--- config.mk ---
export PLATFORM = sky130hd
export DESIGN_NAME = accel_host_streamer
export DESIGN_NICKNAME = d
export VERILOG_FILES = /design/src/rtl/accel_pkg.sv /design/src/rtl/wt_prefetch_fifo.sv /design/src/rtl/accel_host_streamer.sv
export SDC_FILE = /design/constraint.sdc
export NUM_CORES = 1
export LEC_CHECK = 0
export ABC_AREA = 1
export CAP_MARGIN = 5
export CELL_PAD_IN_SITES_DETAIL_PLACEMENT = 1
export CELL_PAD_IN_SITES_GLOBAL_PLACEMENT = 1
export CORE_MARGIN = 2
export CORE_UTILIZATION = 35
export DETAILED_ROUTE_END_ITERATION = 10
export HOLD_SLACK_MARGIN = 0.02
export PLACE_DENSITY_LB_ADDON = 0.1
export SYNTH_ARGS = -nofsm -noshare
export SYNTH_HDL_FRONTEND = slang
export SYNTH_HIERARCHICAL = 1
export SYNTH_SLANG_ARGS = --single-unit
--- constraint.sdc ---
create_clock -name clk -period 10.68 [get_ports clk]
set_input_delay 2.136 -clock clk [delete_from_list [all_inputs] [get_ports clk]]
set_output_delay 2.136 -clock clk [all_outputs]
set_load 0.02 [all_outputs]
--- src/rtl/accel_pkg.sv ---
// accel_pkg: shared types and constants for the host streamer.
// State encoding, config word count and neuron-count word indices.
package accel_pkg;

  typedef enum logic [2:0] {
    IDLE,
    CFG,
    GAP,
    VALID,
    STREAM,
    WAIT_DONE
  } state_t;

  localparam int CFG_WORDS   = 5;
  localparam int IN_CNT_IDX  = 3;
  localparam int OUT_CNT_IDX = 4;

endpackage

--- src/rtl/wt_prefetch_fifo.sv ---
// wt_prefetch_fifo: weight prefetch buffer, PF_DEPTH entries of DW bits.
// Ports: push/wdata in, pop/rdata out (show-ahead), full, empty, count.
module wt_prefetch_fifo #(
  parameter int PF_DEPTH = 4,
  parameter int DW = 16,
  localparam int AW = $clog2(PF_DEPTH),
  localparam int CW = $clog2(PF_DEPTH + 1)
) (
  input  logic          clk,
  input  logic          reset,
  input  logic          push,
  input  logic [DW-1:0] wdata,
  input  logic          pop,
  output logic [DW-1:0] rdata,
  output logic          full,
  output logic          empty,
  output logic [CW-1:0] count
);

  logic [DW-1:0] mem [PF_DEPTH];
  logic [AW-1:0] wr_ptr;
  logic [AW-1:0] rd_ptr;
  logic          do_push;
  logic          do_pop;

  assign full    = count == CW'(PF_DEPTH);
  assign empty   = count == '0;
  assign do_push = push && !full;
  assign do_pop  = pop && !empty;
  assign rdata   = mem[rd_ptr];

  always_ff @(posedge clk) begin
    if (do_push) mem[wr_ptr] <= wdata;
  end

  // Pointers wrap naturally because the depth is a power of two.
  always_ff @(posedge clk or posedge reset) begin
    if (reset) begin
      wr_ptr <= '0;
      rd_ptr <= '0;
      count  <= '0;
    end else begin
      if (do_push) wr_ptr <= wr_ptr + AW'(1);
      if (do_pop) rd_ptr <= rd_ptr + AW'(1);
      unique case ({do_push, do_pop})
        2'b10:   count <= count + CW'(1);
        2'b01:   count <= count - CW'(1);
        default: count <= count;
      endcase
    end
  end

endmodule

--- src/rtl/accel_host_streamer.sv ---
// accel_host_streamer: writes 5 config words to the accelerator, then
// streams word3*word4 prefetched weights on demand; mem_* is the store.
module accel_host_streamer
  import accel_pkg::*;
#(
  parameter int DW = 16,
  parameter int PF_DEPTH = 4
) (
  input  logic                          clk,
  input  logic                          reset,
  input  logic                          start,
  input  logic [CFG_WORDS-1:0][DW-1:0]  cfg_words,
  input  logic [DW-1:0]                 weight_base,
  output logic                          CPUEnable,
  output logic                          busrdwr,
  output logic [DW-1:0]                 data_bus,
  output logic                          DVAL,
  input  logic                          SRAM_RdReq,
  output logic [DW-1:0]                 DRAMdata,
  input  logic                          cpu_neuron_done,
  output logic                          mem_rd,
  output logic [DW-1:0]                 mem_addr,
  input  logic [DW-1:0]                 mem_rdata,
  input  logic                          mem_rvalid,
  output logic                          busy,
  output logic                          done,
  output logic                          err_underrun,
  output logic                          err_overrun
);

  localparam int CW = $clog2(PF_DEPTH + 1);
  localparam int NW = 2 * DW;

  state_t                       state;
  logic [CFG_WORDS-1:0][DW-1:0] cfg_r;
  logic [DW-1:0]                base_r;
  logic [NW-1:0]                total;
  logic [NW-1:0]                issued;
  logic [NW-1:0]                served;
  logic [2:0]                   k;
  logic [2:0]                   k_nxt;
  logic [CW-1:0]                outst;
  logic [CW-1:0]                fcount;
  logic [CW:0]                  inflight;
  logic                         discard;
  logic                         fetching;
  logic                         ffull;
  logic                         fempty;
  logic                         push;
  logic                         pop;
  logic [DW-1:0]                frdata;

  assign busy     = state != IDLE;
  assign fetching = state inside {CFG, GAP, VALID, STREAM};
  assign inflight = {1'b0, fcount} + {1'b0, outst};
  assign mem_rd   = fetching && (issued < total)
                 && (inflight < {1'b0, CW'(PF_DEPTH)});
  assign mem_addr = base_r + issued[DW-1:0];
  assign k_nxt    = k + 3'd1;

  // Returns still in flight from before a reset are dropped until
  // the next job issues its first read.
  assign push = mem_rvalid && !discard && (outst != '0) && !ffull;
  // No bypass: a pop only sees words already in the buffer.
  assign pop  = SRAM_RdReq && (state == STREAM) && !fempty;

  wt_prefetch_fifo #(
    .PF_DEPTH(PF_DEPTH),
    .DW(DW)
  ) u_fifo (
    .clk(clk),
    .reset(reset),
    .push(push),
    .wdata(mem_rdata),
    .pop(pop),
    .rdata(frdata),
    .full(ffull),
    .empty(fempty),
    .count(fcount)
  );

  always_ff @(posedge clk or posedge reset) begin
    if (reset) begin
      state        <= IDLE;
      cfg_r        <= '0;
      base_r       <= '0;
      total        <= '0;
      issued       <= '0;
      served       <= '0;
      k            <= '0;
      outst        <= '0;
      discard      <= 1'b1;
      CPUEnable    <= 1'b0;
      busrdwr      <= 1'b0;
      data_bus     <= '0;
      DVAL         <= 1'b0;
      DRAMdata     <= '0;
      done         <= 1'b0;
      err_underrun <= 1'b0;
      err_overrun  <= 1'b0;
    end else begin
      done <= 1'b0;
      if (mem_rd) begin
        issued  <= issued + NW'(1);
        discard <= 1'b0;
      end
      if (mem_rd && !push) outst <= outst + CW'(1);
      else if (!mem_rd && push) outst <= outst - CW'(1);
      if (pop) begin
        DRAMdata <= frdata;
        served   <= served + NW'(1);
      end
      if (SRAM_RdReq) begin
        if (state != STREAM) err_overrun <= 1'b1;
        else if (fempty) err_underrun <= 1'b1;
      end
      unique case (state)
        IDLE: begin
          if (start) begin
            cfg_r        <= cfg_words;
            base_r       <= weight_base;
            total        <= NW'(cfg_words[IN_CNT_IDX])
                          * NW'(cfg_words[OUT_CNT_IDX]);
            issued       <= '0;
            served       <= '0;
            k            <= '0;
            err_underrun <= 1'b0;
            err_overrun  <= 1'b0;
            CPUEnable    <= 1'b1;
            busrdwr      <= 1'b1;
            data_bus     <= cfg_words[0];
            state        <= CFG;
          end
        end
        CFG: begin
          if (k == 3'(CFG_WORDS - 1)) begin
            busrdwr <= 1'b0;
            state   <= GAP;
          end else begin
            k        <= k_nxt;
            data_bus <= cfg_r[k_nxt];
          end
        end
        GAP: begin
          DVAL  <= 1'b1;
          state <= VALID;
        end
        VALID: begin
          DVAL  <= 1'b0;
          state <= (total == '0) ? WAIT_DONE : STREAM;
        end
        STREAM: begin
          if (pop && (served + NW'(1) == total)) state <= WAIT_DONE;
        end
        WAIT_DONE: begin
          if (cpu_neuron_done) begin
            CPUEnable <= 1'b0;
            done      <= 1'b1;
            state     <= IDLE;
          end
        end
        default: state <= IDLE;
      endcase
    end
  end

endmodule

---- Yosys cells after proc, flatten, opt, wreduce, memory -nomap -nowiden ----
Memory sizes are Yosys's and may differ from the RTL's. A register that Yosys moved wholly into a read port is not among the register bits.
Cells that the tools add are included.
word-level totals
  register bits ........................... 231
  RAM bits ................................ 64
  input port bits ......................... 118
  output and inout bits ................... 56
  word-level logic and storage cells ...... 130
  memories ................................ 1
operators by class
  add/subtract/negate cells ............... 11
  multipliers ............................. 1
  order comparisons ....................... 3
  equality and inequality tests ........... 16
  mux-type cells .......................... 42
  reduce and logical (&&, ||, !) cells .... 33
memory list
  name        words  bits a word  read ports  clocked after memory_dff  write ports  line                    RTL
  u_fifo.mem  4      16           1           1                         1            wt_prefetch_fifo.sv:20  logic [DW-1:0] mem [PF_DEPTH];
operators by type and width
  operator                                                         number
  32-bit two-way mux                                               6
  32-bit by 1-bit adder with 32-bit output, second input constant  2
  16-bit binary-select mux with 3-bit select                       1
  16-bit two-way mux                                               3
  32-bit == test                                                   1
  32-bit logical NOT                                               1
  32-bit < comparator                                              1
  16-bit by 16-bit multiplier with 32-bit output                   1
  16-bit case mux with 2 select lines                              1
  3-bit two-way mux                                                8
  3-bit case mux with 6 select lines                               1
  1-bit two-way mux                                                17
  16-bit adder                                                     1
  3-bit == test, second input constant                             4
  1-bit logical AND                                                12
  3-bit case mux with 2 select lines                               2
  2-bit nonzero test                                               5
  3-bit by 1-bit adder with 3-bit output, second input constant    3
  3-bit AND reduction                                              3
  3-bit by 2-bit == test with 1-bit output, second input constant  2
  3-bit logical NOT                                                2
  2-bit != test, second input constant                             3
  1-bit case mux with 2 select lines                               3
  3-bit nonzero test                                               2
  14 further kinds                                                 21

---- Depth between registers and ports, before layout ----
Gate-level depths: netlist (run 1).
  word-level depth ........................ 8
  mapped depth ............................ 28
  mapped depth without buffers ............ 26

---- By module ----
Netlist (run 1), hierarchy kept.
by module, submodules not included
  module               times used  cells each  area each (µm²)  seq. area each (µm²)
  accel_host_streamer  1           3,082       22,684.3         6,007.0
  wt_prefetch_fifo     1           249         3,041.7          2,097.0

---- Least setup slack after synthesis (run 1) ----
No wires, ideal clock.
  kind .................................... input port to flip-flop
  start ................................... input port cfg_words[55] (netlist bit)
  end ..................................... register total[29]
  setup time .............................. 0.130 ns
  data arrival time ....................... 7.317 ns
  data required time ...................... 10.550 ns
  slack ................................... 3.233 ns
  stages .................................. 24
  buffers on the path ..................... 2
  cells stage by stage .................... clkbuf_1 -> clkbuf_1 -> nand2_1 -> fa_1 -> inv_1 -> fa_1 -> inv_1 -> fa_1 -> inv_1 -> fa_1 -> fa_1 -> inv_1 -> fa_1 -> inv_1 -> ha_1 -> a21oi_1 -> o21ai_0 -> a21oi_1 -> nand3_1 -> nand3_1 -> o211ai_1 -> or2_2 -> nand3_1 -> o21ai_0
between the ends
  longest elaborated chain between the ends .. 1
RTL lines
  what                                            line                        RTL
  start: declaration                              accel_host_streamer.sv:12   input logic [CFG_WORDS-1:0][DW-1:0] cfg_words,
  16-bit by 16-bit multiplier with 32-bit output  accel_host_streamer.sv:123  * NW'(cfg_words[OUT_CNT_IDX]);
  end signal: assignment                          accel_host_streamer.sv:122  total <= NW'(cfg_words[IN_CNT_IDX])
  end: declaration                                accel_host_streamer.sv:37   logic [NW-1:0] total;
Every way passes these cells.
A chain may end at the register's enable or synchronous reset.

---- Worst setup path after layout (run 1) ----
Same ends and word-level chain as after synthesis.

==> flow_summary_export.csv, run 1 <==
group,metric,value,unit
pwr,power.leakage,15.3,nW
drt,dr_total_vias,22071,
critical_path,register_to_register_setup_slack,6.25,ns
timing,timing_max_transition_violations_final,0,
clock_tree,tritoncts_num_sinks,311,
critical_path,r2r-end,"outst[2]",
yosys,seq_area_frac_synth,0.315,
yosys,synth.most_common_cell,"sky130_fd_sc_hd__nand2_1",
worst_hold_path,min_path_cells,2,
yosys,avgSynthCellArea,7.72,um^2
clock_tree,cts-htree-levels,2,
cells_and_area,antennaDiodeCount,0,
yosys,post_synth_inst_count,3331,
cells_and_area,area_growth,15.3,%
critical_path,worst_ep_required_time,11.09,ns
critical_path,path_class,"primary input to flop",
yosys,yosys_register_bits,311,
timing,worst_clock_skew,0.0309,ns
yosys,synthesis.yosys.warnings,6,
timing,maxSlewHeadroom,0.217,
timing,worst-slew-pin-transition,1.17,ns
timing,layout_worst_path_cycle_share,0.755,
die,ios,174,
yosys,synthFlopType,"sky130_fd_sc_hd__dfrtp_1",
cells_and_area,final_layout_size_suffix_gt1_frac,0.0397,
clock_tree,tritoncts,"built",
place,dpl-instance-area,28200,um^2
critical_path,rr_worst_depth,14,
timing,hold_viol_final,0,
die,die_ht,275,um
pwr,total_power,10.1,mW
drt,post_drt_via_cell_ratio,5.01,
clock_tree,cts-resized-gates,0,
yosys,synth_common_cells,"sky130_fd_sc_hd__nand2_1, sky130_fd_sc_hd__inv_1, sky130_fd_sc_hd__dfrtp_1",
place,port_buffers,173,
timing,hold_slack,0.458,ns
grt,first_global_vias,24495,
die,die-width,275,um
cells_and_area,nets,3892,
clock_tree,post_cts_setup_buffer_count,0,
critical_path,worst-path-max-fanout,17,
die,core,72800,um^2
yosys,library_cell_occupying_the_most_area_in_the_post_synthesis_netlist,"sky130_fd_sc_hd__dfrtp_1",
worst_hold_path,min_delay_worst_endpoint,"discard",
grt,grt_antenna_before_repair,0,
yosys,synth_top_area_share,0.239,
critical_path,setup.worst_path.start_class,"primary input",
drt,postRouteWirelength,86700,um
yosys,number_of_synthesized_flops_with_an_enable_pin,64,
critical_path,worst-endpoint-arrival,8.47,ns
timing,grt_setup_unrepaired,"false",
clock_tree,cts-root-to-sink-buffers,3,
grt,grt_max_degree,112,
cells_and_area,fillers,8778,
worst_hold_path,hold_start,"discard",
timing,final_critical_path_setup_slack,2.61,ns
cells_and_area,final_cell_area,29700,um^2
grt,grt_pass1_wl,138000,um
timing,min_period,8.07,ns
place,post-place-ws,2.01,ns
drt,route.detailed.drc,0,
die,floorplan.rows,99,
worst_hold_path,hold_path.class,"flop to flop",
critical_path,ff_to_ff_start,"state[1]",
yosys,synth.net_count,3808,
yosys,post_synth_main_area_contributors,"sky130_fd_sc_hd__dfrtp_1, sky130_fd_sc_hd__fa_1, sky130_fd_sc_hd__nand2_1",
grt,globalRouteTotalUtil,0.234,
die,die_area,75700,um^2
yosys,synth_async_sr_flop_share,0.794,
drt,routed_antenna_nets,0,
place,place_hpwl,65400,um
flow_run,maxCapViolations,0,
yosys,syn_area,25700,um^2
die,floorplan.initialDensity,0.353,
drt,post_drt_wl_per_cell,19.7,um
timing,setup_violations,0,
outcome,outcome,"finished, final reports clean",
clock_tree,clock_latency,0.58,ns
clock_tree,cts-hold-fix-buffers,0,
timing,maxClockFrequency,0.124,GHz
grt,globalRouteOverflowTotal,0,
timing,tns,0,ns
drt,dr.pass1.iters,7,
clock_tree,cts-root-buf,"sky130_fd_sc_hd__clkbuf_16",
clock_tree,clock_slew_at_reported_path_ffs,0.06,ns
critical_path,critPathCaptureType,"flop",
pwr,power_density,339,nW/um^2
clock_tree,cts_buffers,42,
place,gp_congestion,0.852,
pwr,vdd.ir_drop.worst,0.000204,V
yosys,post_synth_num_cell_types,46,
drt,drtIter0Drc,1082,
how the worst max path moves through the flow:
stage	start	endpoint	slack [ns]	depth (start not counted)
2_1_floorplan	reset	CPUEnable	1.96	1
3_3_place_gp	cfg_words[55]	total[29]	2.15	25
3_5_place_dp	cfg_words[55]	total[29]	2.01	23
4_1_cts	cfg_words[55]	total[29]	2.61	23
5_1_grt	cfg_words[55]	total[29]	2.23	23
6_report	cfg_words[55]	total[29]	2.61	23
final cells by class:
cell class / instances / area, um^2 / share of cell area
well taps: 959 / 1200 / 0.0404
inverters: 595 / 2240 / 0.0756
multi-input cells: 2274 / 14700 / 0.497
repair buffers: 191 / 1870 / 0.0629
clock buffers: 50 / 1120 / 0.0378
flip-flops and latches: 311 / 8100 / 0.273
clock inverters: 26 / 385 / 0.0130
cell usage in the layout (no fill, tap or decap), drive strengths merged, types with 2 or more instances in the layout:
cell type,instances
nand3b,6
clkinvlp,2
nor2,189
xnor2,13
ha,162
clkbuf,50
o21bai,5
fa,197
nor3,22
clkdlybuf4s50,173
a221oi,17
nand2,1042
a21oi,102
inv,597
a31oi,22
o31ai,2
edfxtp,64
a21o,3
o211ai,40
bufinv,9
clkinv,13
or2,10
o21ai,200
nand3,139
buf,18
nor4,16
nand4,35
xnor3,2
xor2,45
dfrtp,246
cells by family (layout without fill, tap and decap cells):
kind of cell | after synthesis | after routing | synth area share
and+or+nand+nor | 1460 | 1460 | 0.231
buffers and inverters | 746 | 862 | 0.113
AOI/OAI and AO/OA | 394 | 394 | 0.0870
adders and majority gates | 359 | 359 | 0.232
DFF | 311 | 311 | 0.315
xor gates and xnor gates | 60 | 60 | 0.0215
muxes | 1 | 1 | 0.000438
state kept, by name (all words and copies together) (netlist names), 16 cells and up:
register    flops
cfg_r          80
u_fifo/mem     64
issued         32
served         32
total          32
DRAMdata       16
base_r         16
data_bus       16
through the flow:
step                std cells  utilization
floorplan                3331            -
global placement         4330        0.387
detailed placement       4330        0.387
CTS                      4406        0.407
global route             4406        0.407
finish                   4406        0.407
power by group:
| part | internal (mW) | leakage (nW) | switching (mW) |
|---|---|---|---|
| combinational | 2.31 | 10.8 | 4.10 |
| clock | 0.971 | 0.741 | 0.584 |
| sequential | 1.70 | 3.71 | 0.397 |
per-layer routing:
metal,routed length [um],track usage,vias up
met4,2280,0.0639,0
met3,2180,0.0207,117
li1,-,-,10505
met1,38900,0.300,11151
met2,43300,0.421,298
met5,0,0,-
worst max-delay path, cell delays in order:
cell,delay (ns)
sky130_fd_sc_hd__clkdlybuf4s50_1,1.10
sky130_fd_sc_hd__nand2_1,0.20
sky130_fd_sc_hd__fa_1,0.58
sky130_fd_sc_hd__inv_1,0.05
sky130_fd_sc_hd__fa_1,0.50
sky130_fd_sc_hd__inv_1,0.05
sky130_fd_sc_hd__fa_1,0.54
sky130_fd_sc_hd__inv_1,0.05
sky130_fd_sc_hd__fa_1,0.45
sky130_fd_sc_hd__fa_1,0.49
sky130_fd_sc_hd__inv_1,0.05
sky130_fd_sc_hd__fa_1,0.48
sky130_fd_sc_hd__inv_1,0.04
sky130_fd_sc_hd__ha_1,0.35
sky130_fd_sc_hd__a21oi_1,0.26
sky130_fd_sc_hd__o21ai_0,0.15
sky130_fd_sc_hd__a21oi_1,0.16
sky130_fd_sc_hd__nand3_1,0.17
sky130_fd_sc_hd__nand3_1,0.11
sky130_fd_sc_hd__o211ai_1,0.10
sky130_fd_sc_hd__or2_2,0.29
sky130_fd_sc_hd__nand3_1,0.07
sky130_fd_sc_hd__o21ai_0,0.09
Note: power is estimated with default switching activity, not from simulation.
==> inputs of run 2 (changes only) <==
==> constraint.sdc (replaced) <==
create_clock -name clk -period 7.2 [get_ports clk]
set_input_delay 1.44 -clock clk [delete_from_list [all_inputs] [get_ports clk]]
set_output_delay 1.44 -clock clk [all_outputs]
set_load 0.02 [all_outputs]
==> run 2 against run 1 <==
Against the previous run: sequential share of layout area fell by 0.58 points; wire length is 1.2% lower; critical path depth unchanged; count of clock-buffer cells in the layout grew 6; combinational power increased by 54%; largest cell class unchanged; highest routed layer unchanged.
==> flow_summary_export.csv, run 2 (synthesis gave the netlist of run 1 again) <==
group,metric,value,unit
place,dpl-instance-area,28800,um^2
pwr,total_power,15.2,mW
die,floorplan.rows,99,
worst_hold_path,min_path_cells,2,
pwr,power.leakage,15.6,nW
die,die_area,75700,um^2
die,ios,174,
timing,hold_viol_final,0,
pwr,power_report.internal_total,7.70,mW
timing,worst-slew-pin-transition,1.16,ns
timing,min_period,6.69,ns
drt,post_drt_wl_per_cell,19.2,um
drt,postRouteWirelength,85700,um
cells_and_area,max_flop_register,"cfg_r",
outcome,outcome,"finished, final reports clean",
timing,setup_violations,0,
timing,tns,0,ns
critical_path,worst_ep_required_time,7.61,ns
place,post-place-ws,-0.0754,ns
die,die-width,275,um
place,place_hpwl,66000,um
die,die_ht,275,um
place,port_buffers,173,
cells_and_area,area_growth,17.8,%
cells_and_area,layout.cells.most_common_list,"sky130_fd_sc_hd__nand2_1, sky130_fd_sc_hd__inv_1, sky130_fd_sc_hd__dfrtp_1",
clock_tree,cts-htree-levels,2,
timing,worst_clock_skew,0.0330,ns
drt,route.detailed.drc,0,
grt,grt_pass1_wl,137000,um
pwr,switching_power,7.50,mW
timing,maxClockFrequency,0.150,GHz
die,floorplan.initialDensity,0.353,
drt,dr_total_vias,22423,
cells_and_area,top_regs,"cfg_r: 80 flops, u_fifo/mem: 64 flops",
timing,layout_worst_path_cycle_share,0.929,
worst_hold_path,hold_start,"discard",
grt,grt_antenna_before_repair,2,
critical_path,worst-endpoint-arrival,7.10,ns
cells_and_area,largest_register_ffs,80,
flow_run,maxCapViolations,0,
clock_tree,cts-hold-fix-buffers,0,
critical_path,worst-path-max-fanout,5,
clock_tree,tritoncts_num_sinks,311,
drt,dr.pass1.iters,7,
critical_path,rr_worst_depth,14,
clock_tree,cts-root-to-sink-buffers,3,
timing,maxSlewHeadroom,0.229,
critical_path,r2r-end,"outst[2]",
grt,globalRouteTotalUtil,0.231,
pwr,vdd.ir_drop.worst,0.000378,V
worst_hold_path,min_delay_worst_endpoint,"discard",
timing,timing_max_transition_violations_final,0,
timing,grt_setup_unrepaired,"false",
clock_tree,cts_buffers,40,
pwr,power.share.sequential,0.205,
cells_and_area,layoutNonFillerInstCount,4472,
clock_tree,clock_latency,0.58,ns
clock_tree,post_cts_setup_buffer_count,0,
timing,final_critical_path_setup_slack,0.513,ns
pwr,p_comb_frac,0.650,
cells_and_area,final_layout_size_suffix_gt1_frac,0.0567,
grt,first_global_vias,24774,
clock_tree,cts-resized-gates,0,
critical_path,path_class,"primary input to flop",
critical_path,setup.worst_path.start_class,"primary input",
drt,drtIter0Drc,1127,
grt,globalRouteOverflowTotal,0,
critical_path,ff_to_ff_start,"state[1]",
drt,routed_antenna_nets,0,
pwr,power_density,501,nW/um^2
cells_and_area,final_cell_area,30300,um^2
cells_and_area,final_common_cell,"sky130_fd_sc_hd__nand2_1",
clock_tree,tritoncts,"built",
clock_tree,clock_slew_at_reported_path_ffs,0.06,ns
cells_and_area,utilization,0.416,
place,gp_congestion,0.835,
drt,post_drt_via_cell_ratio,5.01,
pwr,clock_power_share,0.144,
cells_and_area,nets,3957,
worst_hold_path,hold_path.class,"flop to flop",
grt,grt_max_degree,169,
timing,hold_slack,0.455,ns
place,placedCellCount,4396,
die,core,72800,um^2
critical_path,critPathCaptureType,"flop",
clock_tree,cts-root-buf,"sky130_fd_sc_hd__clkbuf_16",
critical_path,register_to_register_setup_slack,3.33,ns
pwr,p_sw_frac,0.494,
-- run 2: cell types whose count changed in the layout (fill, tap and decap cells not counted), sizes merged, moves of 2 or more --
cell,change
buf,+67
bufinv,-3
clkbuf,+6
clkinv,-8
clkinvlp,+3
diode,+2
-- run 2: area by class of cell --
class / count / area, um^2
fill: 8807 / 42500
multi-input combinational: 2274 / 14700
sequential: 311 / 8100
timing repair buffer: 258 / 2580
inverter: 595 / 2240
tap: 959 / 1200
clock buffer: 56 / 1150
clock inverter: 17 / 287
antenna: 2 / 5.00
-- run 2: power by group through the flow --
stage	clock, mW	combinational (mW)	sequential, mW
3_3_place_gp	0	9.70	3.12
4_1_cts	2.26	9.99	3.12
5_1_grt	2.32	11.4	3.21
2_1_floorplan	0	6.51	3.02
6_report	2.19	9.89	3.12
3_5_place_dp	0	9.93	3.15
-- run 2: how the worst max path moves through the flow --
stage	start	end	slack, ns	cells after the start
3_3_place_gp	cfg_words[53]	total[19]	-0.0006	24
5_1_grt	cfg_words[71]	total[29]	0.18	22
4_1_cts	cfg_words[55]	total[29]	0.52	22
3_5_place_dp	cfg_words[55]	total[29]	-0.08	22
2_1_floorplan	cfg_words[55]	total[29]	0.45	24
6_report	cfg_words[62]	total[27]	0.51	23
-- run 2: per-layer routing --
metal  global-route usage  part of all wire  vias to the layer above
met4               0.0624             0.024                        0
met3               0.0237             0.031                      123
met1                0.299              0.45                    11300
met5                    0                 0                        -
li1                     -                 -                    10644
met2                0.409              0.49                      356
-- run 2: critical path, stage by stage --
cell and delay, ns:
sky130_fd_sc_hd__clkdlybuf4s50_1 0.56, sky130_fd_sc_hd__buf_4 0.21, sky130_fd_sc_hd__nand2_1 0.06, sky130_fd_sc_hd__inv_1 0.05
sky130_fd_sc_hd__fa_1 0.53, sky130_fd_sc_hd__inv_1 0.05, sky130_fd_sc_hd__fa_1 0.48, sky130_fd_sc_hd__inv_1 0.06
sky130_fd_sc_hd__fa_1 0.49, sky130_fd_sc_hd__fa_1 0.51, sky130_fd_sc_hd__fa_1 0.49, sky130_fd_sc_hd__inv_1 0.05
sky130_fd_sc_hd__fa_1 0.48, sky130_fd_sc_hd__inv_1 0.04, sky130_fd_sc_hd__ha_1 0.33, sky130_fd_sc_hd__a21oi_1 0.19
sky130_fd_sc_hd__o21ai_0 0.14, sky130_fd_sc_hd__a21oi_1 0.16, sky130_fd_sc_hd__nand3_1 0.16, sky130_fd_sc_hd__a21o_1 0.20
sky130_fd_sc_hd__or2_2 0.26, sky130_fd_sc_hd__nand3_1 0.06, sky130_fd_sc_hd__o21ai_0 0.09
